--- config.mk ---
export PLATFORM = sky130hd
export DESIGN_NAME = trace_reader
export DESIGN_NICKNAME = d
export VERILOG_FILES = /design/src/rtl/trace_reader.sv
export SDC_FILE = /design/constraint.sdc
export NUM_CORES = 1
export LEC_CHECK = 0
export ABC_AREA = 0
export CAP_MARGIN = 20
export CELL_PAD_IN_SITES_DETAIL_PLACEMENT = 1
export CELL_PAD_IN_SITES_GLOBAL_PLACEMENT = 1
export CORE_ASPECT_RATIO = 0.7
export CORE_MARGIN = 3
export CORE_UTILIZATION = 43
export CTS_BUF_LIST = sky130_fd_sc_hd__clkbuf_8
export CTS_CLUSTER_DIAMETER = 60
export DETAILED_ROUTE_END_ITERATION = 10
export HOLD_SLACK_MARGIN = 0.1
export PLACE_DENSITY_LB_ADDON = 0.12
export SLEW_MARGIN = 20
export SYNTH_ARGS = -nofsm -noshare
export SYNTH_HDL_FRONTEND = slang
export SYNTH_SLANG_ARGS = --single-unit
--- constraint.sdc ---
create_clock -name clk -period 3.96 [get_ports clk]
set_input_delay 0.396 -clock clk [delete_from_list [all_inputs] [get_ports clk]]
set_output_delay 0.396 -clock clk [all_outputs]
set_load 0.02 [all_outputs]
--- src/rtl/trace_reader.sv ---
`default_nettype none
// ============================================================================
// Module      : trace_reader
// Description : Streams trace_len words from a synchronous read-only SRAM
//               through a 2-entry FIFO to a valid/ready consumer.
// Revision    : 1.0 - initial release
// ============================================================================
module trace_reader #(
    parameter int ADDR_W = 8,
    parameter int DATA_W = 32
) (
    input  logic              clk,
    input  logic              reset_n,
    input  logic              start,
    input  logic              abort,
    input  logic [ADDR_W:0]   trace_len,
    output logic              sram_csb,
    output logic              sram_web,
    output logic [ADDR_W-1:0] sram_addr,
    input  logic [DATA_W-1:0] sram_dout,
    output logic              trace_valid,
    output logic [DATA_W-1:0] trace_data,
    input  logic              trace_ready,
    output logic              busy,
    output logic              done,
    output logic [ADDR_W:0]   entry_count
);

    localparam logic [ADDR_W:0] c_cnt_one = 1;

    typedef enum logic [1:0] {
        IDLE  = 2'd0,
        FETCH = 2'd1,
        DRAIN = 2'd2
    } state_t;

    state_t              r_state;
    state_t              w_state_next;

    logic [ADDR_W:0]     r_len;          // latched stream length
    logic [ADDR_W:0]     r_issue_idx;    // reads issued so far / next address
    logic [ADDR_W:0]     r_entry_count;  // entries accepted by the consumer
    logic                r_inflight;     // a read was issued last cycle
    logic [ADDR_W-1:0]   r_addr;         // last address presented to the SRAM
    logic                r_done;

    logic [DATA_W-1:0]   r_fifo_mem [2];
    logic                r_rd_ptr;
    logic                r_wr_ptr;
    logic [1:0]          r_fifo_count;

    logic                w_issue;
    logic                w_pop;
    logic                w_push;
    logic                w_flush;
    logic                w_start_ok;
    logic                w_zero_done;
    logic                w_last_accept;
    logic [2:0]          w_occ;

    // Handshake and FIFO occupancy seen by the read-issue decision.
    // The occupancy counts the in-flight read so the FIFO can never overflow.
    assign w_pop   = (r_fifo_count != 2'd0) && trace_ready;
    assign w_push  = r_inflight;
    assign w_flush = abort && (r_state != IDLE);
    assign w_occ   = {1'b0, r_fifo_count} + {2'b00, r_inflight} - {2'b00, w_pop};

    // Next-state decode, read issue and completion detection.
    always_comb begin
        w_state_next  = r_state;
        w_issue       = 1'b0;
        w_start_ok    = 1'b0;
        w_zero_done   = 1'b0;
        w_last_accept = 1'b0;
        case (r_state)
            IDLE: begin
                // Abort takes priority: a simultaneous start is dropped.
                if (start && !abort) begin
                    if (trace_len != '0) begin
                        w_start_ok   = 1'b1;
                        w_state_next = FETCH;
                    end else begin
                        w_zero_done  = 1'b1;
                    end
                end
            end
            FETCH: begin
                if (abort) begin
                    w_state_next = IDLE;
                end else if (w_occ < 3'd2) begin
                    w_issue = 1'b1;
                    if ((r_issue_idx + c_cnt_one) == r_len) begin
                        w_state_next = DRAIN;
                    end
                end
            end
            DRAIN: begin
                if (abort) begin
                    w_state_next = IDLE;
                end else if (w_pop && ((r_entry_count + c_cnt_one) == r_len)) begin
                    w_last_accept = 1'b1;
                    w_state_next  = IDLE;
                end
            end
            default: begin
                w_state_next = IDLE;
            end
        endcase
    end

    // State register.
    always_ff @(posedge clk or negedge reset_n) begin
        if (!reset_n) begin
            r_state <= IDLE;
        end else begin
            r_state <= w_state_next;
        end
    end

    // Stream bookkeeping: length, issue index, accept counter, done pulse.
    always_ff @(posedge clk or negedge reset_n) begin
        if (!reset_n) begin
            r_len         <= '0;
            r_issue_idx   <= '0;
            r_entry_count <= '0;
            r_inflight    <= 1'b0;
            r_addr        <= '0;
            r_done        <= 1'b0;
        end else begin
            r_done     <= w_zero_done | w_last_accept;
            // Read data returning after an abort is simply never pushed.
            r_inflight <= w_issue;
            if (w_start_ok) begin
                r_len         <= trace_len;
                r_issue_idx   <= '0;
                r_entry_count <= '0;
            end else begin
                if (w_issue) begin
                    r_issue_idx <= r_issue_idx + c_cnt_one;
                end
                if (w_pop && (r_state != IDLE)) begin
                    r_entry_count <= r_entry_count + c_cnt_one;
                end
            end
            if (w_issue) begin
                r_addr <= r_issue_idx[ADDR_W-1:0];
            end
        end
    end

    // Two-entry FIFO between the SRAM read port and the consumer.
    always_ff @(posedge clk or negedge reset_n) begin
        if (!reset_n) begin
            r_fifo_mem[0] <= '0;
            r_fifo_mem[1] <= '0;
            r_rd_ptr      <= 1'b0;
            r_wr_ptr      <= 1'b0;
            r_fifo_count  <= 2'd0;
        end else if (w_flush || w_start_ok) begin
            r_rd_ptr      <= 1'b0;
            r_wr_ptr      <= 1'b0;
            r_fifo_count  <= 2'd0;
        end else begin
            if (w_push) begin
                r_fifo_mem[r_wr_ptr] <= sram_dout;
                r_wr_ptr             <= ~r_wr_ptr;
            end
            if (w_pop) begin
                r_rd_ptr <= ~r_rd_ptr;
            end
            case ({w_push, w_pop})
                2'b10:   r_fifo_count <= r_fifo_count + 2'd1;
                2'b01:   r_fifo_count <= r_fifo_count - 2'd1;
                default: r_fifo_count <= r_fifo_count;
            endcase
        end
    end

    // SRAM port: read-only, chip select only in issue cycles, address held otherwise.
    assign sram_csb    = ~w_issue;
    assign sram_web    = 1'b1;
    assign sram_addr   = w_issue ? r_issue_idx[ADDR_W-1:0] : r_addr;

    assign trace_valid = (r_fifo_count != 2'd0);
    assign trace_data  = r_fifo_mem[r_rd_ptr];
    assign busy        = (r_state != IDLE);
    assign done        = r_done;
    assign entry_count = r_entry_count;

endmodule
`default_nettype wire

### Word level (Yosys, flattened, before mapping)

Index checks and enable logic that the tools add are counted.

* flip-flop bits (word level): 107
* logic and storage cells: 96
* input port bits: 46

* add/sub/neg operators: 6
* bitwise operators: 7
* order comparisons: 4
* reductions and logical operators: 19
* eq/ne operators: 11
* muxes and demuxes: 37

Operators by type and width (count)
* two-way mux 32 bit: 4
* bitwise mux 64 bit: 1
* two-way mux 9 bit: 4
* demux 32 bit (select 1 bit): 1
* adder 9 x 1 -> 9 bit, second input constant: 2
* == test 9 bit: 2
* two-way mux 1 bit: 16
* two-way mux 2 bit: 8
* nonzero test 2 bit: 6
* inequality test 3 bit, second input constant: 3
* nonzero test 9 bit: 1
* two-way mux 8 bit: 1
* logical AND 1 bit: 6
* case mux 2 bit (3 select lines): 1
* AND reduction 5 bit: 1
* == test 2 x 1 -> 1 bit, second input constant: 2
* == test 2 bit, second input constant: 2
* >= comparator 2 bit, second input constant: 2
* inequality test 2 bit, second input constant: 2
* inverter 1 bit: 4
* inverter 1 -> 2 bit: 2
* case mux 2 bit (2 select lines): 1
* adder 2 x 1 -> 3 bit: 1
* less-than comparator 3 x 2 -> 1 bit, second input constant: 1
* other kinds (10): 10

### Logic depth before layout (Yosys ltp)

* depth in word-level cells: 9
* gate-level depth with buffers: 14
* gate-level depth less buffers: 13

### Worst setup path after synthesis

OpenSTA, ideal clock, no wires.

* path kind: register to output
* start point: register r_fifo_count[0]
* end point: output sram_addr[0]
* path buffers: 2
* stages on the path, launching flop included: 14
* data required time: 3564 ps
* arrival time: 3026 ps
* setup slack: 538 ps
* cells stage by stage: dfrtp_1 -> or2_2 -> nand2_1 -> clkinv_1 -> ha_1 -> nor2b_1 -> fa_1 -> xor2_1 -> nand2b_1 -> nand2b_1 -> clkbuf_1 -> buf_1 -> nand2_1 -> nand2_1

* longest elaborated chain between the ends: 8
* elaborated cells between the ends (all ways): 9
* those cells by class: add/sub: 2; order compare: 1; mux: 4; reduce/logical: 2

Ends and longest elaborated chain
* start: declaration: RTL line 50 `logic [1:0] r_fifo_count;`
* start signal: assignment: RTL line 172 `2'b10: r_fifo_count <= r_fifo_count + 2'd1;`
* start signal: assignment: RTL line 173 `2'b01: r_fifo_count <= r_fifo_count - 2'd1;`
* start signal: assignment: RTL line 174 `default: r_fifo_count <= r_fifo_count;`
* nonzero test 2 bit
* net trace_valid: RTL line 21 `output logic trace_valid,`
* logical AND 1 bit: RTL line 63 `assign w_pop = (r_fifo_count != 2'd0) && trace_ready;`
* subtractor 3 x 1 -> 3 bit: RTL line 66 `assign w_occ = {1'b0, r_fifo_count} + {2'b00, r_inflight} - {2'b00, w_pop};`
* less-than comparator 3 x 2 -> 1 bit: RTL line 90 `end else if (w_occ < 3'd2) begin`
* two-way mux 1 bit: RTL line 90
* two-way mux 1 bit: RTL line 88 `if (abort) begin`
* two-way mux 1 bit: RTL line 75 `case (r_state)`
* two-way mux 8 bit
* end: declaration: RTL line 19 `output logic [ADDR_W-1:0] sram_addr,`

The timed path passes the listed nets, and every way through them passes these cells.

### Worst setup path after layout

* start point: register r_fifo_count[0]
* end point: output sram_csb

* longest elaborated chain between the ends: 8
* elaborated cells between the ends (all ways): 9
* those cells by class: add/sub: 2; order compare: 1; mux: 3; bitwise: 1; reduce/logical: 2

Ends and longest elaborated chain
* parallel branches: the longest is 2 deep, another holds adder 2 x 1 -> 3 bit
* subtractor 3 x 1 -> 3 bit *: RTL line 66
* less-than comparator 3 x 2 -> 1 bit *: RTL line 90
* two-way mux 1 bit *: RTL line 90
* two-way mux 1 bit *: RTL line 88
* two-way mux 1 bit *: RTL line 75
* inverter 1 bit *: RTL line 180 `assign sram_csb = ~w_issue;`
* end: declaration: RTL line 17 `output logic sram_csb,`

Mark *: on every way between the ends.

==> run summary <==
status: finished, final reports clean
syn_nets: 504
Yosys cell types: 54
drt total wl: 13100 um
hold crit path type: primary input to asynchronous set/reset pin
Max Freq: 0.268 GHz
Metal-1 WL: 6280 um
first-pass GRT wire length: 21800 um
Post-Synth XOR/XNOR Area: 0.0539
clock-pin slew on the worst setup and hold paths: 0.10 ns
RePlAce Congestion: 0.777
Seq/Total Area, Yosys: 0.500
synth warn: 0
r2r startpoint: r_fifo_count[0]
clock sink total: 107
top-area cell type share of the netlist area: 0.500
reg-to-reg endpoint: r_issue_idx[8]
initial antenna violation count: 0
Compound-Gate Fraction of Synth Area: 0.0581
CP Buf/Inv Count: 3
Seq cells post-synth: 107
worst slew pin tran: 0.690 ns
vias: 3721
Tcrit/Tclk final: 0.941
pins over their slew limit: 0
highest routed layer: met4
clock group share of total power: 0.152
Switching Power: 1.49 mW
largest fanout on the critical path: 17
Initial Utilization: 0.449
die footprint: 0.0139 mm2
Leakage Power: 3.00 nW
Synth Area in Simple Gates: 0.110
TritonCTS Buffers: 9
CP max-delay cell: clkdlybuf4s50_1
FF-to-FF path depth: 15
worst skew pair latency: 0.37 ns
Chip Height: 99.4 um
Core Area: 0.0119 mm2
vias per cell: 5.30
met2 wire length: 6280 um
DIE WIDTH: 139 um
final hold slack: 0.478 ns
power share of the combinational group: 0.444
post-route ant nets: 0
WL met3: 464 um
largest family of logic cells by synthesized area: multiplexers
area growth from synthesis to layout: 23.7%
sequential share of power: 0.403
vias in the first global route: 4212
type of the worst setup path: flop to primary output
minimum clock period: 3.72 ns
share of post-route cells with drive strength above 1: 0.248
top-count cell post-synth: dfrtp_1
Placed Cells: 684
root buffer cell: clkbuf_8
H-tree Lvls: 3
final number of setup-violating endpoints: 0
grt ovf: 0
Final Hold Viols: 0
diode count: 0
Residual DRC: 0
Finished Layout Cells: 702
Worst Path Arrival: 3.33 ns
Max Cap Viol: 0
CP top delay family: simple AND/OR/NAND/NOR gates
post-synthesis mux area share: 0.228
EDFF count, synth: 0
Peak supply drop: 0.000348 V
wire length per cell: 18.7 um
startpoint type of the worst setup path: flop
largest net degree at the start of global routing: 43
TritonCTS clock tree: built
ys flop type: dfrtp_1
fin nets: 591
Post-Syn Instances: 454
area leader, netlist: dfrtp_1
most frequent cells after synthesis: 107 x dfrtp_1, 96 x mux2_2, 38 x nand2_1, 23 x nor2_1, 19 x xnor2_1
Setup Skew: 0.0113 ns
I/O pins: 100
Critical Path RT: 3.56 ns
DRT Pass-1 Iters: 4
Filler cells: 1233
async set or reset register ratio after synthesis: 1.00
HPWL Detailed: 9210 um
crit end category: primary output
clock tree buffer depth: 2
Cell Rows: 33
flop2flop setup slack: 0.65 ns
Total Routing Usage GR: 0.196
Mapped Area: 0.00536 mm2
Post-Synth Adder-Cell Area: 0.0107
CP max stage delay: 0.54 ns
syn avg cell area: 11.8 um2
Sw Ratio: 0.346
internal power: 2.81 mW
Slew HR: 0.540
crit-path cells: or2_2 > nand2_1 > clkinv_1 > ha_1 > nor2b_1 > fa_1 > nand2b_1 > nand2b_2 > buf_6 > clkdlybuf4s50_1
P per Cell Area: 649 mW/mm2
Initial DRC Count: 84
port buffer count: 98
Synth area leaders: dfrtp_1 50%, mux2_2 20%, xnor2_1 3.1%
==> power groups by stage <==
stage	clock network (mW)	logic, mW	registers [mW]
after global routing	0.730	2.06	1.79
after floorplan	0	1.26	1.63
after CTS	0.690	1.93	1.74
after global placement	0	1.87	1.72
after detailed placement	0	1.92	1.75
final	0.656	1.91	1.74
==> per-layer routing <==
| metal | track usage | vias to the layer above |
|---|---|---|
| li1 | - | 1752 |
| met4 | 0.0391 | 0 |
| met2 | 0.326 | 67 |
| met1 | 0.267 | 1891 |
| met3 | 0.0471 | 11 |
| met5 | 0 | - |
==> worst max path at each step <==
stage                          startpoint           end  slack, ns  depth (start not counted)
final                     r_fifo_count[0]      sram_csb       0.24                         10
after global routing      r_fifo_count[0]  sram_addr[0]     -0.008                         13
after CTS                 r_fifo_count[0]  sram_addr[7]      0.002                         12
after detailed placement      trace_ready  sram_addr[1]       0.33                         12
after global placement        trace_ready  sram_addr[6]       0.42                         12
after floorplan           r_fifo_count[0]  sram_addr[0]       0.54                         13
==> worst reg2reg max path, cell delays in order, from the launching register on <==
cell and delay [ns]:
dfrtp_1 0.43, or2_2 0.31, nand2_1 0.15, clkinv_1 0.11, ha_1 0.28, nor2b_1 0.05
fa_1 0.37, xor2_1 0.16, nand2b_1 0.11, nand2b_2 0.17, inv_4 0.05, buf_4 0.15
buf_4 0.17, nor2_1 0.43, o21ai_0 0.20, o21ai_1 0.10
==> sequential cells by signal (all words and copies together) (netlist names) <==
signal and cells:
r_fifo_mem 64, entry_count 9, r_issue_idx 9, r_len 9, r_addr 8, r_fifo_count 2, r_state 2, done 1
r_inflight 1, r_rd_ptr 1, r_wr_ptr 1
==> cell families after synthesis <==
kind of cell	Yosys count
compound gates	49
xor+xnor	33
fa+ha+maj	4
buf+inv	39
flops	107
mux	106
other cells	1
simple gates	115
==> cell usage in the layout (no fill, tap or decap), types with 2 or more instances in the layout <==
| master | Yosys | layout |
|---|---|---|
| dfrtp_1 | 107 | 107 |
| mux2_2 | 96 | 96 |
| clkdlybuf4s50_1 | 0 | 89 |
| nand2_1 | 38 | 38 |
| nor2_1 | 23 | 23 |
| xnor2_1 | 19 | 19 |
| o21ai_0 | 18 | 18 |
| xor2_1 | 14 | 14 |
| nand3_1 | 13 | 13 |
| clkbuf_8 | 0 | 9 |
| mux2_4 | 8 | 8 |
| buf_4 | 1 | 8 |
| inv_1 | 5 | 7 |
| nand4_1 | 7 | 7 |
| a21oi_1 | 6 | 6 |
| o21ai_1 | 6 | 6 |
| dlygate4sd2_1 | 0 | 6 |
| nor2b_1 | 3 | 3 |
| nor3b_1 | 3 | 3 |
| nor3_1 | 3 | 3 |
| nand3b_1 | 3 | 3 |
| and3_1 | 3 | 3 |
| and4_1 | 3 | 3 |
| and2_1 | 3 | 3 |
| a31oi_1 | 3 | 3 |
| or3_1 | 3 | 3 |
| ha_1 | 3 | 3 |
| or2_2 | 2 | 2 |
| nand2b_1 | 3 | 2 |
| nor4_1 | 2 | 2 |
| a21o_1 | 2 | 2 |
| o31ai_1 | 2 | 2 |
| mux2i_1 | 2 | 2 |
==> timing repair <==
action | 4_1_cts | 5_1_grt
gates resized for setup | 9 | 3
hold buffers | 1 | 0
cloned | 0 | 0
setup endpoints to repair | 8 | 2
endpoints found under the hold margin | 26 | 0
setup buffers | 0 | 2
==> stage by stage <==
step | instance area, um2 | power, mW | worst slack (ns) | util | TNS [ns]
4_1_cts | 6610 | 4.36 | 0.00167 | 0.554 | 0
6_report | 6630 | 4.30 | 0.235 | 0.555 | 0
2_1_floorplan | 5360 | 2.90 | 0.538 | - | 0
5_1_grt | 6630 | 4.58 | -0.00818 | 0.555 | -0.0146
3_5_place_dp | 6420 | 3.68 | 0.326 | 0.538 | 0
3_3_place_gp | 6420 | 3.59 | 0.416 | 0.538 | 0
==> cell type report <==
| cell class | instances | area (um2) | share of cell area |
|---|---|---|---|
| Inverter | 7 | 28.8 | 0.00434 |
| Multi-Input combinational cell | 308 | 2470 | 0.373 |
| Sequential cell | 107 | 2680 | 0.404 |
| Timing Repair Buffer | 108 | 1070 | 0.161 |
| Clock inverter | 6 | 58.8 | 0.00887 |
| Clock buffer | 9 | 124 | 0.0187 |
| Tap cell | 157 | 196 | 0.0296 |
No activity file was read; power rests on OpenSTA's default activity.
